`config.mk`:
```
export PLATFORM = sky130hd
export DESIGN_NAME = rf_wb_arbiter
export DESIGN_NICKNAME = d
export VERILOG_FILES = /design/src/rtl/rf_wb_pkg.sv /design/src/rtl/wb_hold_reg.sv /design/src/rtl/rf_wb_arbiter.sv
export SDC_FILE = /design/constraint.sdc
export NUM_CORES = 1
export LEC_CHECK = 0
export BUFFER_PORTS_ARGS = -buffer_cell sky130_fd_sc_hd__buf_2
export CAP_MARGIN = 20
export CORE_ASPECT_RATIO = 1.4
export CORE_MARGIN = 2
export CORE_UTILIZATION = 40
export DETAILED_ROUTE_END_ITERATION = 8
export GPL_TIMING_DRIVEN = 0
export PLACE_DENSITY_LB_ADDON = 0.12
export SLEW_MARGIN = 0
export SYNTH_ARGS = -nofsm -noshare
export SYNTH_HDL_FRONTEND = slang
export SYNTH_SLANG_ARGS = --single-unit
```
`constraint.sdc`:
```
create_clock -name clk -period 1.7 [get_ports clk]
set_input_delay 0.085 -clock clk [delete_from_list [all_inputs] [get_ports clk]]
set_output_delay 0.085 -clock clk [all_outputs]
set_load 0.02 [all_outputs]
```
`src/rtl/rf_wb_pkg.sv`:
```
// -----------------------------------------------------------------------------
// rf_wb_pkg
// Shared definitions for the register-file write-back arbiter slice.
//   WB_DATA_W / WB_ADDR_W : default data and register-address widths
//   wb_req_t              : one write request (destination register + data)
//   src_e                 : identifies a write-back producer
// -----------------------------------------------------------------------------
package rf_wb_pkg;

    localparam int unsigned WB_DATA_W = 16;
    localparam int unsigned WB_ADDR_W = 4;

    typedef struct packed {
        logic [WB_ADDR_W-1:0] addr;
        logic [WB_DATA_W-1:0] data;
    } wb_req_t;

    typedef enum logic {
        SRC_ALU = 1'b0,
        SRC_MEM = 1'b1
    } src_e;

endpackage

```
`src/rtl/wb_hold_reg.sv`:
```
// -----------------------------------------------------------------------------
// wb_hold_reg
// One-entry holding register for a single write-back producer.
// Ports:
//   clk, rst_n    : clock, synchronous active-low reset
//   src_vld       : producer result valid
//   src_rdy       : entry can accept this cycle (empty, or being granted now)
//   src_addr/data : producer destination register and result
//   grant         : arbiter retires the held entry this cycle
//   bypass        : accepted result goes straight to the output regs instead
//   held          : entry valid
//   held_addr/data: held destination register and result
//   held_old      : entry has survived at least one edge without retiring;
//                   used as the age stamp when both producers are holding
// Results addressed to register 0 are accepted but never captured.
// -----------------------------------------------------------------------------
import rf_wb_pkg::*;

module wb_hold_reg #(
    parameter int unsigned DATA_W = WB_DATA_W,
    parameter int unsigned ADDR_W = WB_ADDR_W
) (
    input  logic              clk,
    input  logic              rst_n,
    input  logic              src_vld,
    output logic              src_rdy,
    input  logic [ADDR_W-1:0] src_addr,
    input  logic [DATA_W-1:0] src_data,
    input  logic              grant,
    input  logic              bypass,
    output logic              held,
    output logic [ADDR_W-1:0] held_addr,
    output logic [DATA_W-1:0] held_data,
    output logic              held_old
);

    logic capture;

    // Ready depends only on registered state and the grant, never on src_vld.
    assign src_rdy = ~held | grant;
    assign capture = src_vld & src_rdy & (src_addr != '0) & ~bypass;

    always_ff @(posedge clk) begin
        if (!rst_n) begin
            held      <= 1'b0;
            held_old  <= 1'b0;
            held_addr <= '0;
            held_data <= '0;
        end else if (capture) begin
            held      <= 1'b1;
            held_old  <= 1'b0;
            held_addr <= src_addr;
            held_data <= src_data;
        end else begin
            held      <= held & ~grant;
            held_old  <= held & ~grant;
        end
    end

endmodule

```
`src/rtl/rf_wb_arbiter.sv`:
```
// -----------------------------------------------------------------------------
// rf_wb_arbiter
// Merges ALU and MEM results onto the register file's single write port.
// Each producer owns a one-entry holding register; an age-ordered arbiter
// retires one held write per cycle into registered we/dst_addr/dst.
// Ports:
//   clk, rst_n              : clock, synchronous active-low reset
//   alu_vld/rdy/addr/data   : ALU result handshake
//   mem_vld/rdy/addr/data   : MEM (load) result handshake
//   we, dst_addr, dst       : registered RF write port
//   pend_mask               : bit i set while a write to reg i is held or on
//                             the write port (decode uses it to stall reads)
// Build option:
//   WB_BYPASS_EN : with nothing held/granted, an accepted nonzero result is
//                  loaded straight into the output regs (one cycle sooner).
//                  MEM wins when both producers are eligible on the same edge.
// Register 0 is hardwired zero and is never written or marked pending.
// -----------------------------------------------------------------------------
import rf_wb_pkg::*;

module rf_wb_arbiter #(
    parameter int unsigned DATA_W = WB_DATA_W,
    parameter int unsigned ADDR_W = WB_ADDR_W
) (
    input  logic                 clk,
    input  logic                 rst_n,
    input  logic                 alu_vld,
    output logic                 alu_rdy,
    input  logic [ADDR_W-1:0]    alu_addr,
    input  logic [DATA_W-1:0]    alu_data,
    input  logic                 mem_vld,
    output logic                 mem_rdy,
    input  logic [ADDR_W-1:0]    mem_addr,
    input  logic [DATA_W-1:0]    mem_data,
    output logic                 we,
    output logic [ADDR_W-1:0]    dst_addr,
    output logic [DATA_W-1:0]    dst,
    output logic [2**ADDR_W-1:0] pend_mask
);

    logic              alu_held, mem_held;
    logic              alu_old, mem_old;
    logic [ADDR_W-1:0] alu_held_addr, mem_held_addr;
    logic [DATA_W-1:0] alu_held_data, mem_held_data;

    logic              grant_any, grant_alu, grant_mem;
    src_e              gsel;
    logic              alu_byp, mem_byp;

    logic              nxt_we;
    logic [ADDR_W-1:0] nxt_addr;
    logic [DATA_W-1:0] nxt_data;

    wb_hold_reg #(
        .DATA_W (DATA_W),
        .ADDR_W (ADDR_W)
    ) u_alu_hold (
        .clk       (clk),
        .rst_n     (rst_n),
        .src_vld   (alu_vld),
        .src_rdy   (alu_rdy),
        .src_addr  (alu_addr),
        .src_data  (alu_data),
        .grant     (grant_alu),
        .bypass    (alu_byp),
        .held      (alu_held),
        .held_addr (alu_held_addr),
        .held_data (alu_held_data),
        .held_old  (alu_old)
    );

    wb_hold_reg #(
        .DATA_W (DATA_W),
        .ADDR_W (ADDR_W)
    ) u_mem_hold (
        .clk       (clk),
        .rst_n     (rst_n),
        .src_vld   (mem_vld),
        .src_rdy   (mem_rdy),
        .src_addr  (mem_addr),
        .src_data  (mem_data),
        .grant     (grant_mem),
        .bypass    (mem_byp),
        .held      (mem_held),
        .held_addr (mem_held_addr),
        .held_data (mem_held_data),
        .held_old  (mem_old)
    );

    // Age arbiter. A grant is issued every cycle any entry is held, so at most
    // one entry can be "old"; when both are fresh (captured on the same edge)
    // MEM belongs to the older instruction and goes first.
    always_comb begin
        grant_any = alu_held | mem_held;
        gsel      = SRC_MEM;
        if (alu_held && (!mem_held || (alu_old && !mem_old)))
            gsel = SRC_ALU;
    end

    assign grant_alu = grant_any & (gsel == SRC_ALU);
    assign grant_mem = grant_any & (gsel == SRC_MEM);

`ifdef WB_BYPASS_EN
    // Eligible only with the own entry empty and no held entry retiring now,
    // which keeps the output port strictly in acceptance order.
    assign mem_byp = mem_vld & ~mem_held & ~grant_any & (mem_addr != '0);
    assign alu_byp = alu_vld & ~alu_held & ~grant_any & (alu_addr != '0) & ~mem_byp;
`else
    assign mem_byp = 1'b0;
    assign alu_byp = 1'b0;
`endif

    // Next write-port contents; address/data hold their value when idle.
    always_comb begin
        nxt_we   = 1'b0;
        nxt_addr = dst_addr;
        nxt_data = dst;
        if (mem_byp) begin
            nxt_we   = 1'b1;
            nxt_addr = mem_addr;
            nxt_data = mem_data;
        end else if (alu_byp) begin
            nxt_we   = 1'b1;
            nxt_addr = alu_addr;
            nxt_data = alu_data;
        end else if (grant_any) begin
            nxt_we = 1'b1;
            unique case (gsel)
                SRC_ALU: begin
                    nxt_addr = alu_held_addr;
                    nxt_data = alu_held_data;
                end
                SRC_MEM: begin
                    nxt_addr = mem_held_addr;
                    nxt_data = mem_held_data;
                end
                default: begin
                    nxt_addr = dst_addr;
                    nxt_data = dst;
                end
            endcase
        end
    end

    always_ff @(posedge clk) begin
        if (!rst_n) begin
            we       <= 1'b0;
            dst_addr <= '0;
            dst      <= '0;
        end else begin
            we       <= nxt_we;
            dst_addr <= nxt_addr;
            dst      <= nxt_data;
        end
    end

    // Pending mask from registered state only.
    always_comb begin
        pend_mask = '0;
        if (alu_held)
            pend_mask[alu_held_addr] = 1'b1;
        if (mem_held)
            pend_mask[mem_held_addr] = 1'b1;
        if (we)
            pend_mask[dst_addr] = 1'b1;
    end

endmodule

```
Yosys cells after proc, flatten, opt, wreduce, memory -nomap -nowiden
Cells that the tools add are included.
Operators by class
  reduce and logical (&&, ||, !) cells: 12
  magnitude comparators: 6
  bitwise logic cells: 18
  muxes and demuxes: 15
Operator list (count)
  2-to-1 mux 16 bit: 3
  bitwise OR 16 bit: 2
  case mux 16 bit (2 select lines): 1
  less-than comparator 4 x 5 -> 1 bit, second input constant: 3
  demux 1 bit (select 4 bit): 3
  >= comparator 4 x 1 -> 1 bit, second input constant: 3
  AND 1 bit: 8
  case mux 4 bit (2 select lines): 1
  nonzero test 4 bit: 2
  2-to-1 mux 1 bit: 7
  logical AND 1 bit: 5
  inverter 1 bit: 5
  OR reduction 2 bit: 2
  bitwise OR 1 bit: 3
  zero test 1 bit: 2
  logical OR 1 bit: 1
Storage, ports and cells
  logic and storage cells: 62
  bits of input ports: 44
  register bits after elaboration: 65

Longest topological paths before layout
Gate-level depths: netlist of run 1.
  depth in word-level cells: 10
  depth in mapped cells: 5
  gate-level depth less buffers: 3

By module
Synthesis of run 1 repeated with hierarchy kept, for this count alone.
Second synthesis, totals
  cell total of the unflattened synthesis: 350
  area, all modules: 3121.7 µm²
Modules (own cells, without submodules)
  wb_hold_reg: times used 2, area each 902.1 µm², cells each 96
  rf_wb_arbiter: times used 1, area each 1317.5 µm², cells each 158

Least setup slack after synthesis of run 1
Ideal clock, no wire load.
  kind: register to output
  start: register we
  end: output port pend_mask[3]
  cell stages (with the launch flop): 4
  required time: 1.615 ns
  slack: 0.517 ns
  arrival: 1.098 ns
  cell sequence: dfxtp_1 > nor3b_1 > nand3_1 > nand2_1
Between the ends
  cells in the longest elaborated chain, start to end: 1
RTL lines
  start: declaration: RTL line rf_wb_arbiter.sv:35  | output logic we,
  start signal: assignment: RTL line rf_wb_arbiter.sv:151  | we <= nxt_we;
  2-to-1 mux 16 bit: RTL line rf_wb_arbiter.sv:164  | if (we)
  end: declaration: RTL line rf_wb_arbiter.sv:38  | output logic [2**ADDR_W-1:0] pend_mask
No other way between the ends.

Worst setup path in the final report of run 1
  start: register u_alu_hold.held
  end: output port pend_mask[7]
Between the ends
  cells in the longest elaborated chain, start to end: 5
RTL lines
  start: declaration: RTL line wb_hold_reg.sv:31  | output logic held,
  start signal: assignment: RTL line wb_hold_reg.sv:55  | held <= held & ~grant;
  2-to-1 mux 16 bit *: RTL line rf_wb_arbiter.sv:160  | if (alu_held)
  bitwise OR 16 bit (no source line)
  2-to-1 mux 16 bit *: RTL line rf_wb_arbiter.sv:162  | if (mem_held)
  bitwise OR 16 bit (no source line)
  2-to-1 mux 16 bit *: RTL line rf_wb_arbiter.sv:164
Every way passes the cells marked *; elsewhere a longest branch is shown, timed or not.

==> results.ini, run 1 <==
[synthesis]
syn-num-nets=429
ys_seq_area_frac=0.405
synth_area_mm2=0.00321
avgSynthCellArea_um2=8.34
synth.distinct_cells=28
synth_top_area_share=0.405
ys.warnings.count=0
ys_ff_latch=65
netlist_instances=385
yosysTopAreaCell=dfxtp_1
synth_area_leaders=dfxtp_1 41%, nand2_1 17%, mux2i_1 12%, o2111ai_1 5.5%, o211ai_1 4.7%

[run_status]
outcome=completed

[global_routing]
first_global_vias=3083
antenna_found_initial=1
grt_max_degree=12
grt_pass1_wl_um=14900
grt_usage=0.219
grt_overflow=0

[final_layout]
multi_input_area_mm2=0.00178
diodes=0
fin_util=0.554
drive_above_1_share=0.255
fillers=771
syn2layout_area_growth_pct=33.7
register_area_mm2=0.00131
nNetsFinal=550

[critical_path]
endpoint_kind=output pin
cp_slowest_cell=dfxtp_1
worstPathArrival_ns=1.55
cp_num_buf_inv=2
crit_type=reg -> out
critPathTopFamily=buffers and inverters
crit_required_ns=1.62
crit_chain=clkbuf_4, and3b_1, a32oi_1, nand2_1, buf_2
reg2reg_slack_ns=0.31
crit_path_max_incr_delay_ns=0.30
critical_path.startpoint_type=flop
cp_max_fo=10

[sta]
worst_pin_slew_ns=0.574
slew_headroom=0.617
fin_crit_sh=0.960
rsz0062_at_grt=yes
tns_ns=0
finalHoldViolations=0
period_minus_slack_ns=1.63
fin_worst_skew_ns=0.00694
drv_slew=0
max_freq_ghz=0.613
whs_ns=0.0215
finalSetupViolations=0

[power_and_ir_drop]
clkPwrFrac=0.362
p_sw_frac=0.277
power_uw=3560
p_int_uw=2580
p_comb_frac=0.162
vdd_drop_max_uv=653
leakagePower_uw=0.00195
pwr-share-seq=0.476
power.net_switching_uw=986
power_density_mw_per_mm2=829

[drt]
vias_per_cell=5.12
dr.pass1.iters=4
drc=0
wl_per_cell_um=15.2
vias=3122
drt_iter0_drc=126
drt-total-wl_um=9270
ant_nets=0

[floorplan]
dieArea_mm2=0.00877
initial_utilization=0.414
core-area_mm2=0.00775
rows=38
die_w_um=79.7
die-height_um=110
io_pins=83

[clock_tree]
cts_max_path_buffers=2
cts_root_buf=clkbuf_8
path_clk_slew_ns=0.07
clk_latency_ns=0.34
cts_buffers=9
numClockSinks=65
cts_tree=done
cts_setup_buffers=0
ctsHtreeMaxLevel=3

[run]
drv_cap=0

[min_path]
min_path_type=in -> reg

[placement]
place.gp.congestion=0.792
post-dp-hpwl_um=6720
port_buffers=81

## final timing paths
path,from,endpoint,depth (start not counted)
worst max-delay path,u_alu_hold.held$_SDFF_PN0_,pend_mask[7],5
worst min register to register,u_mem_hold.held_data[3]$_SDFFE_PN0P_,u_mem_hold.held_data[3]$_SDFFE_PN0P_,2
worst max register to register,u_mem_hold.held$_SDFF_PN0_,dst[0]$_SDFFE_PN0N_,5
worst min-delay path,alu_data[14],u_alu_hold.held_data[14]$_SDFFE_PN0P_,3
## synth_stat cells, drive strengths merged
cell,instances
o2111ai,20
and2,1
and2b,1
nand2,149
dfxtp,65
nor2,3
a21oi,2
nand2b,1
a32oi,6
o41ai,2
and3,6
and3b,6
a22oi,10
nor3b,4
o21a,1
inv,2
o2bb2ai,1
and4,1
nand3,4
buf,17
a21boi,3
nor2b,6
clkbuf,15
mux2i,39
o211ai,20
## cells by family after synthesis
kind of cell    synth area share
buf+inv                   0.0549
compound gates             0.176
flops                      0.405
simple gates               0.243
mux                        0.122
## layout make-up
cell class                 instances  share of cell area
buffer                            30              0.0387
tap                              100              0.0291
clock buffer                      10              0.0320
multi-input combinational        286               0.415
clock inverter                     5              0.0131
inverter                           2             0.00175
sequential                        65               0.304
timing repair buffer             112               0.167
## placed cells by master (no fill, tap or decap), types with 3 or more instances in the layout
cell type | synthesis | final
nor2_1 | 3 | 3
nand3_1 | 4 | 4
buf_6 | 4 | 4
nor2b_1 | 6 | 4
dfxtp_2 | 0 | 4
a22oi_1 | 10 | 10
mux2i_1 | 39 | 39
nand2_1 | 149 | 149
and3_1 | 6 | 5
buf_2 | 12 | 91
and3b_1 | 6 | 5
o2111ai_1 | 20 | 20
clkbuf_8 | 0 | 10
a32oi_1 | 6 | 5
clkbuf_1 | 15 | 13
dfxtp_1 | 65 | 61
dlygate4sd3_1 | 0 | 31
o211ai_1 | 20 | 20
## stage by stage
step | cell area, um2 | instances | setup WS (ns)
floorplan | 3210 | 385 | 0.517
global placement | 3740 | 566 | 0.253
detailed placement | 3740 | 566 | 0.243
CTS | 4250 | 610 | 0.0447
global route | 4300 | 610 | -0.00823
finish | 4300 | 610 | 0.0686
## routing by layer
metal,GRT usage,wire [um],vias to the layer above
li1,-,-,1596
met1,0.261,3980,1441
met2,0.389,4690,70
met3,0.0464,412,15
met4,0.0787,189,0
met5,0,0,-
## flip-flops by register name, indices dropped and copies added, names as in the netlist, 4 cells and up
name and flops:
u_alu_hold.held_data 16, u_mem_hold.held_addr 4, dst_addr 4, u_alu_hold.held_addr 4
dst 16, u_mem_hold.held_data 16
## power by group through the flow
stage / logic, uW / registers [uW] / clock network [uW]
after global placement: 510 / 1710 / 0
after global routing: 630 / 1710 / 1380
after detailed placement: 522 / 1720 / 0
final: 576 / 1700 / 1290
after floorplan: 311 / 1730 / 0
after CTS: 570 / 1690 / 1320
## worst reg2reg max path: cells and delay by family, from the launching register on
| family | cells | cell delay [ns] |
|---|---|---|
| buffers and inverters | 3 | 0.48 |
| AOI/OAI and AO/OA | 2 | 0.47 |
| DFF | 1 | 0.32 |
## repair_timing
action / 4_1_cts / 5_1_grt
resized for setup: 2 / 15
endpoints found under the setup margin: 11 / 14
hold buffers: 31 / 0
endpoints found under the hold margin: 31 / 0
gates cloned: 0 / 0
Power figures use the tool's default switching activity.
==> run 2: changes to the inputs <==
==> constraint.sdc (replaced) <==
create_clock -name clk -period 1.33 [get_ports clk]
set_input_delay 0.0665 -clock clk [delete_from_list [all_inputs] [get_ports clk]]
set_output_delay 0.0665 -clock clk [all_outputs]
set_load 0.02 [all_outputs]
==> results.ini, run 2 (synthesized netlist as in run 1, its figures left out) <==
[run]
drv_cap=0  ; unchanged

[min_path]
hold_depth=3  ; unchanged
min_path_type=in -> reg  ; unchanged
min_from=mem_addr[0]  ; was alu_data[14]
min_to=u_mem_hold.held_addr[0]$_SDFFE_PN0P_  ; was u_alu_hold.held_data[14]$_SDFFE_PN0P_

[sta]
rsz0062_at_grt=yes  ; unchanged
max_freq_ghz=0.669
fin_crit_sh=1.12
finalSetupViolations=57  ; was 0
slew_headroom=0.620  ; was 0.617
finalHoldViolations=0  ; unchanged
drv_slew=0  ; unchanged
setup_ws_ns=-0.164  ; was 0.0686 ns
period_minus_slack_ns=1.49
worst_pin_slew_ns=0.570  ; was 0.574 ns
fin_worst_skew_ns=0.00973  ; was 0.00694 ns
tns_ns=-3.79  ; was 0 ns

[clock_tree]
numClockSinks=65  ; unchanged
cts_root_buf=clkbuf_8  ; unchanged
cts_tree=done  ; unchanged
path_clk_slew_ns=0.07  ; about the same
cts_buffers=9  ; unchanged
ctsHtreeMaxLevel=3  ; unchanged
clk_latency_ns=0.34  ; about the same
cts_max_path_buffers=2  ; unchanged

[power_and_ir_drop]
vdd_drop_max_uv=831  ; was 653 uV
power_density_mw_per_mm2=977  ; was 829 mW/mm2
p_comb_frac=0.181  ; was 0.162
p_sw_frac=0.280  ; was 0.277
clkPwrFrac=0.352  ; was 0.362
power.net_switching_uw=1310  ; was 986 uW
leakagePower_uw=0.00211  ; was 0.00195 uW
power_uw=4680  ; was 3560 uW
p_int_uw=3360  ; was 2580 uW
pwr-share-seq=0.467  ; was 0.476

[critical_path]
endpoint_kind=output pin  ; unchanged
reg2reg_slack_ns=-0.10  ; was 0.31 ns
crit_type=reg -> out  ; unchanged
critical_path.startpoint_type=flop  ; unchanged
crit_required_ns=1.26  ; was 1.62 ns
cp_slowest_cell=dfxtp_4  ; was dfxtp_1
r2r-end=u_alu_hold.held_data[0]$_SDFFE_PN0P_  ; was dst[0]$_SDFFE_PN0N_
worstPathArrival_ns=1.43  ; was 1.55 ns
critPathTopFamily=flip-flops  ; was buffers and inverters
cp_num_buf_inv=1  ; was 2
cp.depth=4  ; was 5
regToRegStartpoint=u_mem_hold.held$_SDFF_PN0_  ; unchanged
reg2reg_depth=5  ; unchanged
cp_max_fo=6  ; was 10
crit_chain=and3b_2, a32oi_2, nand2_1, buf_6  ; was clkbuf_4, and3b_1, a32oi_1, nand2_1, buf_2
crit_path_max_incr_delay_ns=0.40  ; was 0.30 ns

[global_routing]
grt_max_degree=12  ; unchanged
grt_overflow=0  ; unchanged
grt_use_met2=0.402  ; was 0.389
top_usage_layer=met2  ; unchanged
first_global_vias=3119  ; was 3,083
antenna_found_initial=1  ; unchanged
grt_use_met1=0.270  ; was 0.261
grt_usage=0.225  ; was 0.219
grt_pass1_wl_um=15200  ; was 14,900 um
met3_usage=0.0472  ; was 0.0464

[drt]
vias=3214  ; was 3,122
ant_nets=0  ; unchanged
vias_per_cell=5.18  ; was 5.12
drt-total-wl_um=9820  ; was 9270 um
dr.pass1.iters=4  ; unchanged
drt_iter0_drc=109  ; was 126
drc=0  ; unchanged
wl_per_cell_um=15.8  ; was 15.2 um

[placement]
post-place-ws_ns=-0.108  ; was 0.243 ns
post-place-cells=566  ; unchanged
port_buffers=81  ; unchanged
post-dp-hpwl_um=6720  ; unchanged
place.gp.congestion=0.792  ; unchanged

[final_layout]
nNetsFinal=560  ; was 550
layout.cells.non_filler=620  ; was 610
diodes=0  ; unchanged
final_common_cell=nand2_1  ; unchanged
drive_above_1_share=0.354  ; was 0.255
top_regs=dst x16, u_alu_hold.held_data x16, u_mem_hold.held_data x16  ; unchanged
final_cell_mix=147 x nand2_1, 70 x buf_2, 50 x dfxtp_1  ; was 149 x nand2_1, 91 x buf_2, 61 x dfxtp_1
syn2layout_area_growth_pct=49.0  ; was 33.7%

[floorplan]
initial_utilization=0.414  ; unchanged
io_pins=83  ; unchanged
core-area_mm2=0.00775  ; unchanged
die-height_um=110  ; unchanged
rows=38  ; unchanged
die_w_um=79.7  ; unchanged
dieArea_mm2=0.00877  ; unchanged

[run_status]
violations=negative setup slack
outcome=finished, violations left  ; was completed

run 2: changes by cell type in the layout (fill, tap and decap cells not counted), moves of 6 or more:
cell,previous run,this run
dfxtp_4,0,10
buf_4,1,9
buf_2,91,70
a22oi_1,10,4
a22oi_2,0,6
o2111ai_2,0,6
o2111ai_1,20,14
buf_6,4,21
dfxtp_1,61,50
run 2: what timing repair did:
item,4_1_cts,5_1_grt
buffers inserted,3,5
hold endpoints to repair,32,1
cloned,2,1
endpoints found under the setup margin,47,78
pin swaps,27,13
gates resized for setup,80,55
hold buffers,32,1
run 2: power groups by stage:
stage | sequential (uW) | clock, uW | combinational, uW
after detailed placement | 2190 | 0 | 667
after CTS | 2170 | 1690 | 797
after floorplan | 2210 | 0 | 397
after global placement | 2190 | 0 | 652
final | 2180 | 1650 | 847
after global routing | 2200 | 1760 | 919
run 2: layout make-up:
class	count	area, um2
Clock buffer	10	138
Clock inverter	5	56.3
Fill cell	709	2970
Multi-Input combinational cell	286	1980
Sequential cell	65	1350
Buffer	28	194
Tap cell	100	125
Timing Repair Buffer	124	937
Inverter	2	7.51
run 2: worst reg2reg max path, stage by stage, from the launching register on:
cell and delay [ns]:
dfxtp_4 0.37, buf_6 0.13, and2_4 0.20, a21oi_4 0.28
clkbuf_16 0.22, mux2i_1 0.17
run 2: routing by layer:
layer  routed length (um)  share of wire
met2                 5030           0.51
met4                  261          0.027
met5                    0              0
met3                  432          0.044
met1                 4090           0.42
run 2: worst max path at each step:
stage	startpoint	end	slack, ns
after global placement	u_alu_hold.held$_SDFF_PN0_	pend_mask[3]	-0.1
after floorplan	u_mem_hold.held$_SDFF_PN0_	u_alu_hold.held_data[10]$_SDFFE_PN0P_	0.15
after global routing	u_mem_hold.held_addr[1]$_SDFFE_PN0P_	pend_mask[13]	-0.23
final	u_alu_hold.held_addr[3]$_SDFFE_PN0P_	pend_mask[7]	-0.16
after CTS	u_alu_hold.held$_SDFF_PN0_	pend_mask[7]	-0.19
after detailed placement	u_alu_hold.held$_SDFF_PN0_	pend_mask[3]	-0.11
run 2: per-stage QoR:
step	util	cell area, um2	hold WS [ns]
after floorplan	-	3210	0.209
after global placement	0.483	3740	0.315
after detailed placement	0.483	3740	0.321
after CTS	0.585	4540	0.000814
after global routing	0.617	4780	0.0115
final	0.617	4780	0.00963
==> run 3: changes to the inputs <==
--- a/config.mk
+++ b/config.mk
@@ -5,6 +5,7 @@
 export SDC_FILE = /design/constraint.sdc
 export NUM_CORES = 1
 export LEC_CHECK = 0
+export ABC_AREA = 1
 export BUFFER_PORTS_ARGS = -buffer_cell sky130_fd_sc_hd__buf_2
 export CAP_MARGIN = 20
 export CORE_ASPECT_RATIO = 1.4
@@ -12,7 +13,7 @@
 export CORE_UTILIZATION = 40
 export DETAILED_ROUTE_END_ITERATION = 8
 export GPL_TIMING_DRIVEN = 0
-export PLACE_DENSITY_LB_ADDON = 0.12
+export PLACE_DENSITY = 0.66
 export SLEW_MARGIN = 0
 export SYNTH_ARGS = -nofsm -noshare
 export SYNTH_HDL_FRONTEND = slang
==> results.ini, run 3 <==
[drt]
dr.pass1.iters=4  ; unchanged
drt_iter0_drc=223  ; was 109
drt-total-wl_um=10800  ; was 9820 um
drc=0  ; unchanged
vias_per_cell=4.89  ; was 5.18
ant_nets=0  ; unchanged
wl_per_cell_um=13.5  ; was 15.8 um
vias=3894  ; was 3,214

[floorplan]
initial_utilization=0.411  ; was 0.414
die_w_um=83.5  ; was 79.7 um
die-height_um=115  ; was 110 um
rows=40  ; was 38
core-area_mm2=0.00861  ; was 0.00775 mm2
dieArea_mm2=0.00963  ; was 0.00877 mm2
io_pins=83  ; unchanged

[synthesis]
async_reset_ff_frac=0  ; unchanged
dominantRegCellSynth=dfxtp_1  ; unchanged
ys_ff_latch=65  ; unchanged
synth_xor_area_frac=0  ; unchanged
synthTopCellsByCount=148 x nand2_1, 111 x inv_1, 99 x nor2_1  ; was 149 x nand2_1, 65 x dfxtp_1, 39 x mux2i_1
synth_edf_count=0  ; unchanged
synth.most_common_cell=nand2_1  ; unchanged
synth_top_family_by_area=simple AND/OR/NAND/NOR gates  ; unchanged
avgSynthCellArea_um2=6.17  ; was 8.34 um2
ys.warnings.count=0  ; unchanged
yosysTopAreaCell=dfxtp_1  ; unchanged
ys_seq_area_frac=0.367  ; was 0.405
netlist_instances=574  ; was 385
synth_area_mm2=0.00354  ; was 0.00321 mm2
synth_compound_area_frac=0.0530  ; was 0.176
synth_area_leaders=dfxtp_1 37%, nand2_1 16%, inv_1 12%, nor2_1 10%, nand4_1 6.9%  ; was dfxtp_1 41%, nand2_1 17%, mux2i_1 12%, o2111ai_1 5.5%, o211ai_1 4.7%
synth_fa_ha_area_frac=0  ; unchanged
synth.area.mux_share=0  ; was 0.122
synth.distinct_cells=23  ; was 28
syn-num-nets=618  ; was 429
synth_simple_gate_area_frac=0.408  ; was 0.243
synth_top_area_share=0.367  ; was 0.405

[global_routing]
grt_pass1_wl_um=17000  ; was 15,200 um
grt_overflow=0  ; unchanged
antenna_found_initial=0  ; was 1
grt_max_degree=12  ; unchanged
first_global_vias=3738  ; was 3,119
grt_usage=0.220  ; was 0.225

[min_path]
min_from=alu_data[13]  ; was mem_addr[0]
hold_depth=5  ; was 3
min_path_type=in -> reg  ; unchanged
min_to=u_alu_hold.held_data[13]$_SDFFE_PN0P_  ; was u_mem_hold.held_addr[0]$_SDFFE_PN0P_

[final_layout]
diodes=0  ; unchanged
layout.cells.non_filler=797  ; was 620
fillers=814  ; was 709
fin_util=0.602  ; was 0.617
top_regs=dst x16, u_alu_hold.held_data x16, u_mem_hold.held_data x16  ; unchanged
drive_above_1_share=0.364  ; was 0.354
final_cell_mix=133 x nand2_1, 98 x inv_1, 77 x nor2_1  ; was 147 x nand2_1, 70 x buf_2, 50 x dfxtp_1
syn2layout_area_growth_pct=46.2  ; was 49.0%
final_common_cell=nand2_1  ; unchanged
nNetsFinal=731  ; was 560

[sta]
slew_headroom=0.617  ; was 0.620
finalHoldViolations=0  ; unchanged
drv_slew=0  ; unchanged
max_freq_ghz=0.692  ; was 0.669 GHz
fin_crit_sh=1.09  ; was 1.12
rsz0062_at_grt=yes  ; unchanged
fin_worst_skew_ns=0.00595  ; was 0.00973 ns
whs_ns=0.0468  ; was 0.00963 ns
worst_pin_slew_ns=0.574  ; was 0.570 ns
setup_ws_ns=-0.115  ; was -0.164 ns
period_minus_slack_ns=1.45  ; was 1.49 ns
finalSetupViolations=17  ; was 57

[clock_tree]
ctsHtreeMaxLevel=3  ; unchanged
cts_buffers=9  ; unchanged
cts_max_path_buffers=2  ; unchanged
path_clk_slew_ns=0.05  ; was 0.07 ns
clk_latency_ns=0.34  ; about the same
cts_tree=done  ; unchanged
cts_root_buf=clkbuf_16  ; was clkbuf_8
numClockSinks=65  ; unchanged

[run_status]
violations=negative setup slack  ; unchanged
outcome=finished, violations left  ; unchanged

[critical_path]
crit_type=reg -> out  ; unchanged
reg2reg_slack_ns=-0.01  ; was -0.10 ns
worstPathArrival_ns=1.38  ; was 1.43 ns
crit_required_ns=1.26  ; about the same
r2r-end=dst[13]$_SDFFE_PN0N_  ; was u_alu_hold.held_data[0]$_SDFFE_PN0P_
critical_path.startpoint_type=flop  ; unchanged
reg2reg_depth=9  ; was 5
cp_max_fo=6  ; unchanged
regToRegStartpoint=u_mem_hold.held$_SDFF_PN0_  ; unchanged
endpoint_kind=output pin  ; unchanged

[power_and_ir_drop]
vdd_drop_max_uv=722  ; was 831 uV
power.net_switching_uw=1670  ; was 1310 uW
power_density_mw_per_mm2=1150  ; was 977 mW/mm2
leakagePower_uw=0.00278  ; was 0.00211 uW
clkPwrFrac=0.436  ; was 0.352
p_int_uw=4300  ; was 3360 uW
pwr-share-seq=0.373  ; was 0.467
p_comb_frac=0.191  ; was 0.181
p_sw_frac=0.279  ; was 0.280

[placement]
place.gp.congestion=0.867  ; was 0.792
post-dp-hpwl_um=7480  ; was 6720 um
post-place-ws_ns=0.0167  ; was -0.108 ns
port_buffers=81  ; unchanged
post-place-cells=760  ; was 566

[run]
drv_cap=0  ; unchanged

-- run 3: cell count changes after synthesis, moves of 8 or more --
cell / change
clkbuf_1: -8
inv_1: +109
mux2i_1: -39
o21ai_2: +8
o2111ai_1: -20
nor2_1: +96
o21ai_1: +10
nand3_1: +39
a22oi_1: -10
nand4_1: +39
o211ai_1: -19
-- run 3: final cells by class --
cell class	count	area, um2	share of cell area
multi-input cells	363	1990	0.383
flip-flops and latches	65	1340	0.259
repair buffers	102	682	0.132
inverters	113	432	0.0833
plain buffers	33	277	0.0534
clock buffers	12	256	0.0495
well taps	105	131	0.0254
clock inverters	4	73.8	0.0143
-- run 3: repair_timing --
item | in CTS | in global routing
resized for setup | 112 | 82
gates cloned | 2 | 1
endpoints found under the setup margin | 18 | 64
hold buffers | 2 | 0
buffers inserted | 7 | 9
hold endpoints to repair | 2 | 0
pin swaps | 9 | 10
-- run 3: kinds of logic after synthesis --
group / count (synthesis)
and+or+nand+nor: 335
buffers and inverters: 146
DFF: 65
AOI/OAI and AO/OA: 28
-- run 3: stage by stage --
step	total power [uW]	TNS (ns)	area, um2
2_1_floorplan	2840	0	3540
3_3_place_gp	3120	0	4080
3_5_place_dp	3140	0	4080
4_1_cts	5880	-0.797	4850
5_1_grt	6220	-2.80	5180
6_report	5970	-1.10	5180
-- run 3: power by group through the flow --
stage | sequential (uW) | combinational [uW] | clock (uW)
floorplan | 2270 | 567 | 0
global placement | 2230 | 891 | 0
detailed placement | 2230 | 903 | 0
CTS | 2220 | 1020 | 2630
global route | 2240 | 1260 | 2710
finish | 2230 | 1140 | 2600
-- run 3: critical path: stages (launching register included) --
cell      delay, ns
dfxtp_2        0.32
buf_6          0.13
buf_8          0.12
nand3_4        0.11
o221ai_2       0.18
buf_4          0.18
-- run 3: worst max-delay path by stage --
stage,startpoint,end,slack [ns],cells after the start
final,u_mem_hold.held$_SDFF_PN0_,pend_mask[13],-0.12,5
after global routing,u_mem_hold.held$_SDFF_PN0_,pend_mask[15],-0.15,5
after CTS,u_mem_hold.held$_SDFF_PN0_,pend_mask[4],-0.09,5
after detailed placement,u_mem_hold.held$_SDFF_PN0_,pend_mask[13],0.02,5
after global placement,we$_SDFF_PN0_,pend_mask[7],0.03,6
after floorplan,we$_SDFF_PN0_,pend_mask[12],0.06,3
-- run 3: routing by layer --
layer	GRT usage	wire [um]
met5	0	0
met4	0.132	371
met1	0.248	4280
met2	0.392	5590
met3	0.0359	530
